[src/rtl/pool_act_nch.sv]
// 2x2 / stride-2 max-or-average pooling with optional ReLU over a raster-scanned,
// multi-channel feature map. Every channel runs through an identical lane instance.

module pool_act_lane #(
    parameter int DATA_W = 12,
    parameter int WIDTH  = 24,
    parameter int IW     = 4
) (
    input  logic              clk,
    input  logic              rst,
    input  logic              valid,
    input  logic              row_odd,
    input  logic              col_odd,
    input  logic [IW-1:0]     idx,
    input  logic              mode_avg,
    input  logic              relu_en,
    input  logic [DATA_W-1:0] x,
    output logic [DATA_W-1:0] y
);
    localparam int AW = DATA_W + 2;

    logic signed [AW-1:0] row_buf [WIDTH/2];
    logic signed [AW-1:0] hold;
    logic signed [AW-1:0] xs, a_sel, comb, shifted, rect;

    assign xs    = {{2{x[DATA_W-1]}}, x};
    // The closing beat of a window combines with the hold register, all others with the row buffer.
    assign a_sel = (row_odd && col_odd) ? hold : row_buf[idx];
    assign comb  = mode_avg ? (a_sel + xs) : ((a_sel > xs) ? a_sel : xs);
    assign shifted = mode_avg ? (comb >>> 2) : comb;
    assign rect  = (relu_en && shifted < 0) ? '0 : shifted;

    always_ff @(posedge clk) begin
        if (valid && !rst) begin
            case ({row_odd, col_odd})
                2'b00:   row_buf[idx] <= xs;
                2'b01:   row_buf[idx] <= comb;
                2'b10:   hold         <= comb;
                default: ;
            endcase
        end
    end

    always_ff @(posedge clk) begin
        if (rst)
            y <= '0;
        else if (valid && row_odd && col_odd)
            y <= DATA_W'(rect);
    end
endmodule

module pool_act_nch #(
    parameter int DATA_W = 12,
    parameter int CH     = 3,
    parameter int WIDTH  = 24,
    parameter int HEIGHT = 24
) (
    input  logic                 clk,
    input  logic                 rst,
    input  logic                 valid_in,
    input  logic [CH*DATA_W-1:0] data_in,
    input  logic                 mode_avg,
    input  logic                 relu_en,
    output logic [CH*DATA_W-1:0] data_out,
    output logic                 valid_out,
    output logic                 last_out
);
    localparam int CW = $clog2(WIDTH);
    localparam int RW = $clog2(HEIGHT);
    localparam int IW = (WIDTH > 2) ? $clog2(WIDTH/2) : 1;

    logic [CW-1:0] col;
    logic [RW-1:0] row;
    logic          mode_q, relu_q;
    logic          col_last, row_last, frame_start, win_done;
    logic          mode_cur, relu_cur;
    logic [IW-1:0] half;

    assign col_last    = (col == CW'(WIDTH-1));
    assign row_last    = (row == RW'(HEIGHT-1));
    assign frame_start = (col == '0) && (row == '0);
    // The frame-start beat already uses the freshly presented mode bits.
    assign mode_cur    = frame_start ? mode_avg : mode_q;
    assign relu_cur    = frame_start ? relu_en  : relu_q;
    assign win_done    = valid_in && row[0] && col[0];
    assign half        = IW'(col >> 1);

    always_ff @(posedge clk) begin
        if (rst) begin
            col       <= '0;
            row       <= '0;
            mode_q    <= 1'b0;
            relu_q    <= 1'b0;
            valid_out <= 1'b0;
            last_out  <= 1'b0;
        end else begin
            valid_out <= win_done;
            last_out  <= win_done && col_last && row_last;
            if (valid_in) begin
                if (frame_start) begin
                    mode_q <= mode_avg;
                    relu_q <= relu_en;
                end
                if (col_last) begin
                    col <= '0;
                    row <= row_last ? '0 : row + 1'b1;
                end else begin
                    col <= col + 1'b1;
                end
            end
        end
    end

    for (genvar g = 0; g < CH; g++) begin : g_lane
        pool_act_lane #(
            .DATA_W(DATA_W),
            .WIDTH (WIDTH),
            .IW    (IW)
        ) u_lane (
            .clk     (clk),
            .rst     (rst),
            .valid   (valid_in),
            .row_odd (row[0]),
            .col_odd (col[0]),
            .idx     (half),
            .mode_avg(mode_cur),
            .relu_en (relu_cur),
            .x       (data_in[g*DATA_W +: DATA_W]),
            .y       (data_out[g*DATA_W +: DATA_W])
        );
    end
endmodule

[config.mk]
export PLATFORM = sky130hd
export DESIGN_NAME = pool_act_nch
export DESIGN_NICKNAME = d
export VERILOG_FILES = /design/src/rtl/pool_act_nch.sv
export SDC_FILE = /design/constraint.sdc
export NUM_CORES = 1
export LEC_CHECK = 0
export BUFFER_PORTS_ARGS = -buffer_cell sky130_fd_sc_hd__buf_2
export CORE_ASPECT_RATIO = 2
export CORE_MARGIN = 2
export CORE_UTILIZATION = 56
export CTS_CLUSTER_SIZE = 30
export DETAILED_ROUTE_END_ITERATION = 8
export GPL_TIMING_DRIVEN = 1
export PLACE_DENSITY_LB_ADDON = 0.1
export SLEW_MARGIN = 10
export SYNTH_ARGS = -nofsm -noshare
export SYNTH_HDL_FRONTEND = slang
export SYNTH_SLANG_ARGS = --single-unit
[constraint.sdc]
create_clock -name clk -period 4.3 [get_ports clk]
set_input_delay 0.215 -clock clk [delete_from_list [all_inputs] [get_ports clk]]
set_output_delay 0.215 -clock clk [all_outputs]
set_load 0.1 [all_outputs]
=== Yosys cells after proc, flatten, opt, wreduce, memory -nomap -nowiden ===
Memory sizes are Yosys's and may differ from the RTL's. A register that Yosys moved wholly into a read port is not among the register bits.
Cells that the tools add are included.

* Register bits: 92
* Bits in writable memories: 504
* Input port bits: 41
* Output and inout bits: 38
* Logic and storage cells: 83
* Memories kept: 3

* Add/sub/neg operators: 5
* $lt $le $gt $ge: 6
* Equality and inequality tests: 4
* Muxes and demuxes: 34
* Bitwise operators: 3
* Reduce and logical (&&, ||, !) cells: 16

{| class="wikitable"
|+ Memory list
! memory !! depth !! bits a word !! read ports !! clocked after Yosys merged registers in !! write ports !! line !! RTL
|-
| g_lane[0].u_lane.row_buf || 12 || 14 || 1 || 1 || 1 || 22 || <nowiki>logic signed [AW-1:0] row_buf [WIDTH/2];</nowiki>
|-
| g_lane[1].u_lane.row_buf || 12 || 14 || 1 || 1 || 1 || 22 ||
|-
| g_lane[2].u_lane.row_buf || 12 || 14 || 1 || 1 || 1 || 22 ||
|}

{| class="wikitable"
|+ Operators by type and width
! kind !! number
|-
| $mux W14 || 12
|-
| $add A14 B12 Y14 || 3
|-
| $gt A14 B12 Y1 || 3
|-
| $lt A14 B1 Y1 const B || 3
|-
| $mux W13 || 3
|-
| $mux W12 || 3
|-
| $mux W4 || 6
|-
| $add A5 B1 Y5 const B || 2
|-
| $eq A5 B5 Y1 const B || 2
|-
| $logic_and A1 B1 Y1 || 10
|-
| $logic_not A5 Y1 || 2
|-
| $mux W5 || 2
|-
| $mux W1 || 8
|-
| $reduce_and A2 Y1 || 2
|-
| $or A1 B1 Y1 || 3
|-
| $eq A2 B1 Y1 const B || 1
|-
| $eq A2 B2 Y1 const B || 1
|-
| $logic_not A2 Y1 || 1
|-
| $logic_not A1 Y1 || 1
|}

=== Longest topological paths before layout ===
* Depth in word-level cells: 9
* Depth in mapped cells: 19
* Depth with buffers taken out: 14

=== Cells and area by module ===
From an unflattened synthesis, not the netlist that was laid out.

* Cells, all modules: 1863
* Area, all modules: 27996.9 um^2

{| class="wikitable"
|+ Modules (own cells, without submodules)
! module !! instances !! cells an instance !! area each (um^2) !! seq. area each (um^2)
|-
| pool_act_lane at g_lane[2].u_lane || 1 || 602 || 9215.1 || 5705.5
|-
| pool_act_lane at g_lane[0].u_lane || 1 || 585 || 9058.7 || 5705.5
|-
| pool_act_lane at g_lane[1].u_lane || 1 || 594 || 8996.1 || 5705.5
|-
| pool_act_nch || 1 || 82 || 726.9 || 280.3
|}

=== Worst setup path before layout ===
Ideal clock, no wire load.

* Path type: register -> register
* From: register with a tool-made name
* To: memory g_lane[2].u_lane.row_buf[0][2] in the netlist's numbering, data pin
* Library setup time: 0.299 ns
* Data arrival time: 3.868 ns
* Required time: 4.001 ns
* Setup slack: 0.132 ns
* Cell stages (with the launch flop): 18
* Buffers on the path: 4
* Period minus slack after synthesis: 4.168 ns
* Path through: dfxtp_1 -> buf_4 -> buf_6 -> buf_4 -> mux4_2 -> mux2i_1 -> nand2_1 -> o21ai_0 -> o21ai_0 -> ha_1 -> a2111oi_0 -> o31ai_1 -> o21ai_2 -> clkbuf_1 -> nor2_1 -> a211oi_1 -> o21ai_0 -> o21ai_0

{| class="wikitable"
|+ RTL lines
! what !! line
|-
| to (decl) || 22
|}

==> run metrics <==
top library cells by usage in the layout, fill and taps aside sky130_fd_sc_hd__edfxtp_1 (546), sky130_fd_sc_hd__buf_4 (173), sky130_fd_sc_hd__mux4_2 (126), sky130_fd_sc_hd__nor2_1 (81); number of enable-type register cells in the synthesized netlist 546; Final Critical Period 4.36 ns; maximum clock frequency 0.230 GHz; detailed-routing iteration count for the pre-antenna-repair pass 5; worst clock skew 0.0275 ns; Max Cap Viol 0; hold path start valid_in; global-route met3 utilization 0.0365; DIE AREA 0.0500 mm^2; gate count after technology mapping 1712; Largest delay share family, worst path multiplexers; maximum number of pins on one net before global-route repair 58; arrival time of the worst setup path 4.66 ns; area grow syn2layout 18.5%; Syn Nets 1841; leading cell types by total area after synthesis sky130_fd_sc_hd__edfxtp_1 (61%), sky130_fd_sc_hd__mux4_2 (11%), sky130_fd_sc_hd__dfxtp_1 (4.0%), sky130_fd_sc_hd__ha_1 (3.9%), sky130_fd_sc_hd__mux2i_1 (2.3%); Worst setup EP type register; clock-pin slew on the worst setup and hold paths 0.07 ns; via count of the first global-routing pass 16900; CTS Sinks 600; mean routed wirelength per cell 27.3 um; type of the setup path with the least slack register to register; sequential area share after synthesis 0.648; number of DRC markers in iteration 0 1149; final setup violation count 52; Fillers 3355; Mapped Area 0.0270 mm^2; number of H-tree levels 2; leftover overflow at the end of global routing 0; unrepaired setup endpoints after global routing true; Mean Syn Cell Area 15.7 um^2; Leakage 11.1 nW; share of the cycle needed by the critical path after routing 1.01; initial antenna violation count 5; number of buffers inserted by port buffering 78; number of storage elements in the synthesis netlist 600; cell row count 113; required arrival time at the worst endpoint 4.61 ns; Global Route met1 Usage 0.318; GRT Total Usage 0.282; Distinct cells, synth 75; Root Buffer sky130_fd_sc_hd__clkbuf_16; share of flip-flops with an asynchronous set or reset 0; Synthesis Warnings 0; vertical die dimension 314 um; met2 demand-to-capacity share in global routing 0.531; starting utilization of the core area 0.567; dpl ws -0.641 ns; final-report max-slew violation count 0; cell breakdown of the critical path clkbuf_16 -> mux4_2 -> mux2i_1 -> a21oi_1 -> ha_1 -> nand4_1 -> buf_4 -> nor4_4 -> a221o_1 -> a31oi_4 -> buf_12 -> mux2i_2 -> nor2_1 -> o21bai_4 -> mux2_4; kind of start point of the critical path register; wire length of the first global-routing pass 104000 um; layout cell share with drive strength beyond 1 0.311; maximum VDD drop 0.363 mV; count of antenna-violating nets left after detailed routing 0; final hold slack 0.0338 ns; # DRC 0; Final WS setup -0.0568 ns; commonest register cell after synthesis sky130_fd_sc_hd__edfxtp_1; vias after detailed routing 16600; area share of the largest cell type after synthesis 0.608; largest area contributor in the synthesized netlist sky130_fd_sc_hd__edfxtp_1; outcome finished, violations left; violated checks setup timing; area of placed instances 0.0296 mm^2; CP max stage delay 0.49 ns; clock tree from TritonCTS built; Routability Congestion 0.902; core region area 0.0475 mm^2; DRT Wirelength 72500 um; Worst Hold Class input port to register; Pwr Density 409 mW/mm^2; GRT busiest layer met2; cell type of the slowest stage on the worst timing path sky130_fd_sc_hd__mux4_2; Net count, final 2113; slew of the pin with the lowest slew margin 0.974 ns; post-detailed-placement half-perimeter wirelength 45700 um; total I/O pin count 79; deepest clock path buffer count 3; final design area excluding fillers 0.0320 mm^2; combined buffer and inverter count along the critical path 3; post-detailed-route via-to-cell ratio 6.24; cts bufs inserted 50; Worst-Skew Late Latency 0.59 ns; Die X 159 um; relative slew slack 0.349; final hold violations 0; most common library cell in the layout ignoring fill and taps sky130_fd_sc_hd__edfxtp_1; Critical Path Fanout Max 6
==> through the flow <==
stage,TNS [ns],utilization,instances,total power (W)
floorplan,0,-,1712,0.00780
global placement,-87.61,0.622,2523,0.00853
detailed placement,-99.49,0.622,2523,0.00855
CTS,0,0.657,2619,0.0130
global route,-12.94,0.673,2658,0.0135
finish,-1.70,0.673,2658,0.0131
==> final timing paths <==
| check | endpoint | slack, ns | cells after the start |
|---|---|---|---|
| max | g_lane[0].u_lane.row_buf[0][2] | -0.06 | 15 |
| min reg2reg | g_lane[2].u_lane.y[2] | 0.46 | 2 |
| min | mode_q | 0.03 | 3 |
| max reg2reg | g_lane[0].u_lane.row_buf[0][2] | -0.06 | 15 |
==> cell families (layout without fill, tap and decap cells) <==
logic type                 Yosys count  in the layout  share of synthesized area
DFF                                600            600                      0.648
AOI/OAI and AO/OA                  336            337                     0.0817
and+or+nand+nor                    287            287                     0.0516
muxes                              214            215                      0.140
buffers and inverters              157            468                     0.0272
adders and majority gates           88             88                     0.0417
xor gates and xnor gates            30             30                    0.00975
other                                0              1                          0
==> layer usage <==
layer	vias to the layer above	wire length (um)
li1	7296	-
met2	607	39100
met5	-	55
met4	8	3750
met1	8458	25900
met3	217	3650
==> state kept, by name (all words and copies together) (netlist names), named ones only <==
name / flops
col: 5
g_lane.u_lane.hold: 42
g_lane.u_lane.row_buf: 504
g_lane.u_lane.y: 36
last_out: 1
mode_q: 1
relu_q: 1
row: 5
valid_out: 1
==> synthesized netlist by cell type, types with 28 or more instances <==
| library cell | number |
|---|---|
| sky130_fd_sc_hd__a21oi_1 | 89 |
| sky130_fd_sc_hd__inv_1 | 74 |
| sky130_fd_sc_hd__buf_2 | 31 |
| sky130_fd_sc_hd__mux4_2 | 126 |
| sky130_fd_sc_hd__clkbuf_1 | 28 |
| sky130_fd_sc_hd__nand2_1 | 69 |
| sky130_fd_sc_hd__nor2_1 | 92 |
| sky130_fd_sc_hd__mux2i_1 | 62 |
| sky130_fd_sc_hd__o22ai_1 | 41 |
| sky130_fd_sc_hd__edfxtp_1 | 546 |
| sky130_fd_sc_hd__o21ai_0 | 70 |
| sky130_fd_sc_hd__ha_1 | 85 |
| sky130_fd_sc_hd__dfxtp_1 | 54 |
==> worst reg2reg max path, delay by kind of cell, from the launching register on <==
kind | cells | cell delay [ns]
AOI/OAI and AO/OA | 4 | 0.70
buffers and inverters | 3 | 0.64
and+or+nand+nor | 3 | 0.76
adders and majority gates | 1 | 0.33
muxes | 4 | 1.23
DFF | 1 | 0.41
==> cell type report <==
class	count	area [um^2]	share of cell area
diodes	1	2.50	0.0000783
inverters	74	278	0.00869
repair buffers	301	2620	0.0820
well taps	632	791	0.0247
multi-input cells	957	9200	0.288
clock buffers	64	1360	0.0424
clock inverters	29	219	0.00685
flip-flops and latches	600	17500	0.547
==> where the power goes <==
part	leakage (nW)	internal, W	switching (W)
logic	4.97	0.000972	0.00117
clock network	0.758	0.00236	0.00206
registers	5.36	0.00648	0.0000157
==> what timing repair did <==
action,in CTS,in global routing
endpoints found under the setup margin,355,509
pin swaps,3,21
setup buffers,2,26
gates cloned,0,12
hold buffers,1,0
resized for setup,15,93
endpoints found under the hold margin,3,0
(Power assumes the default switching activity.)
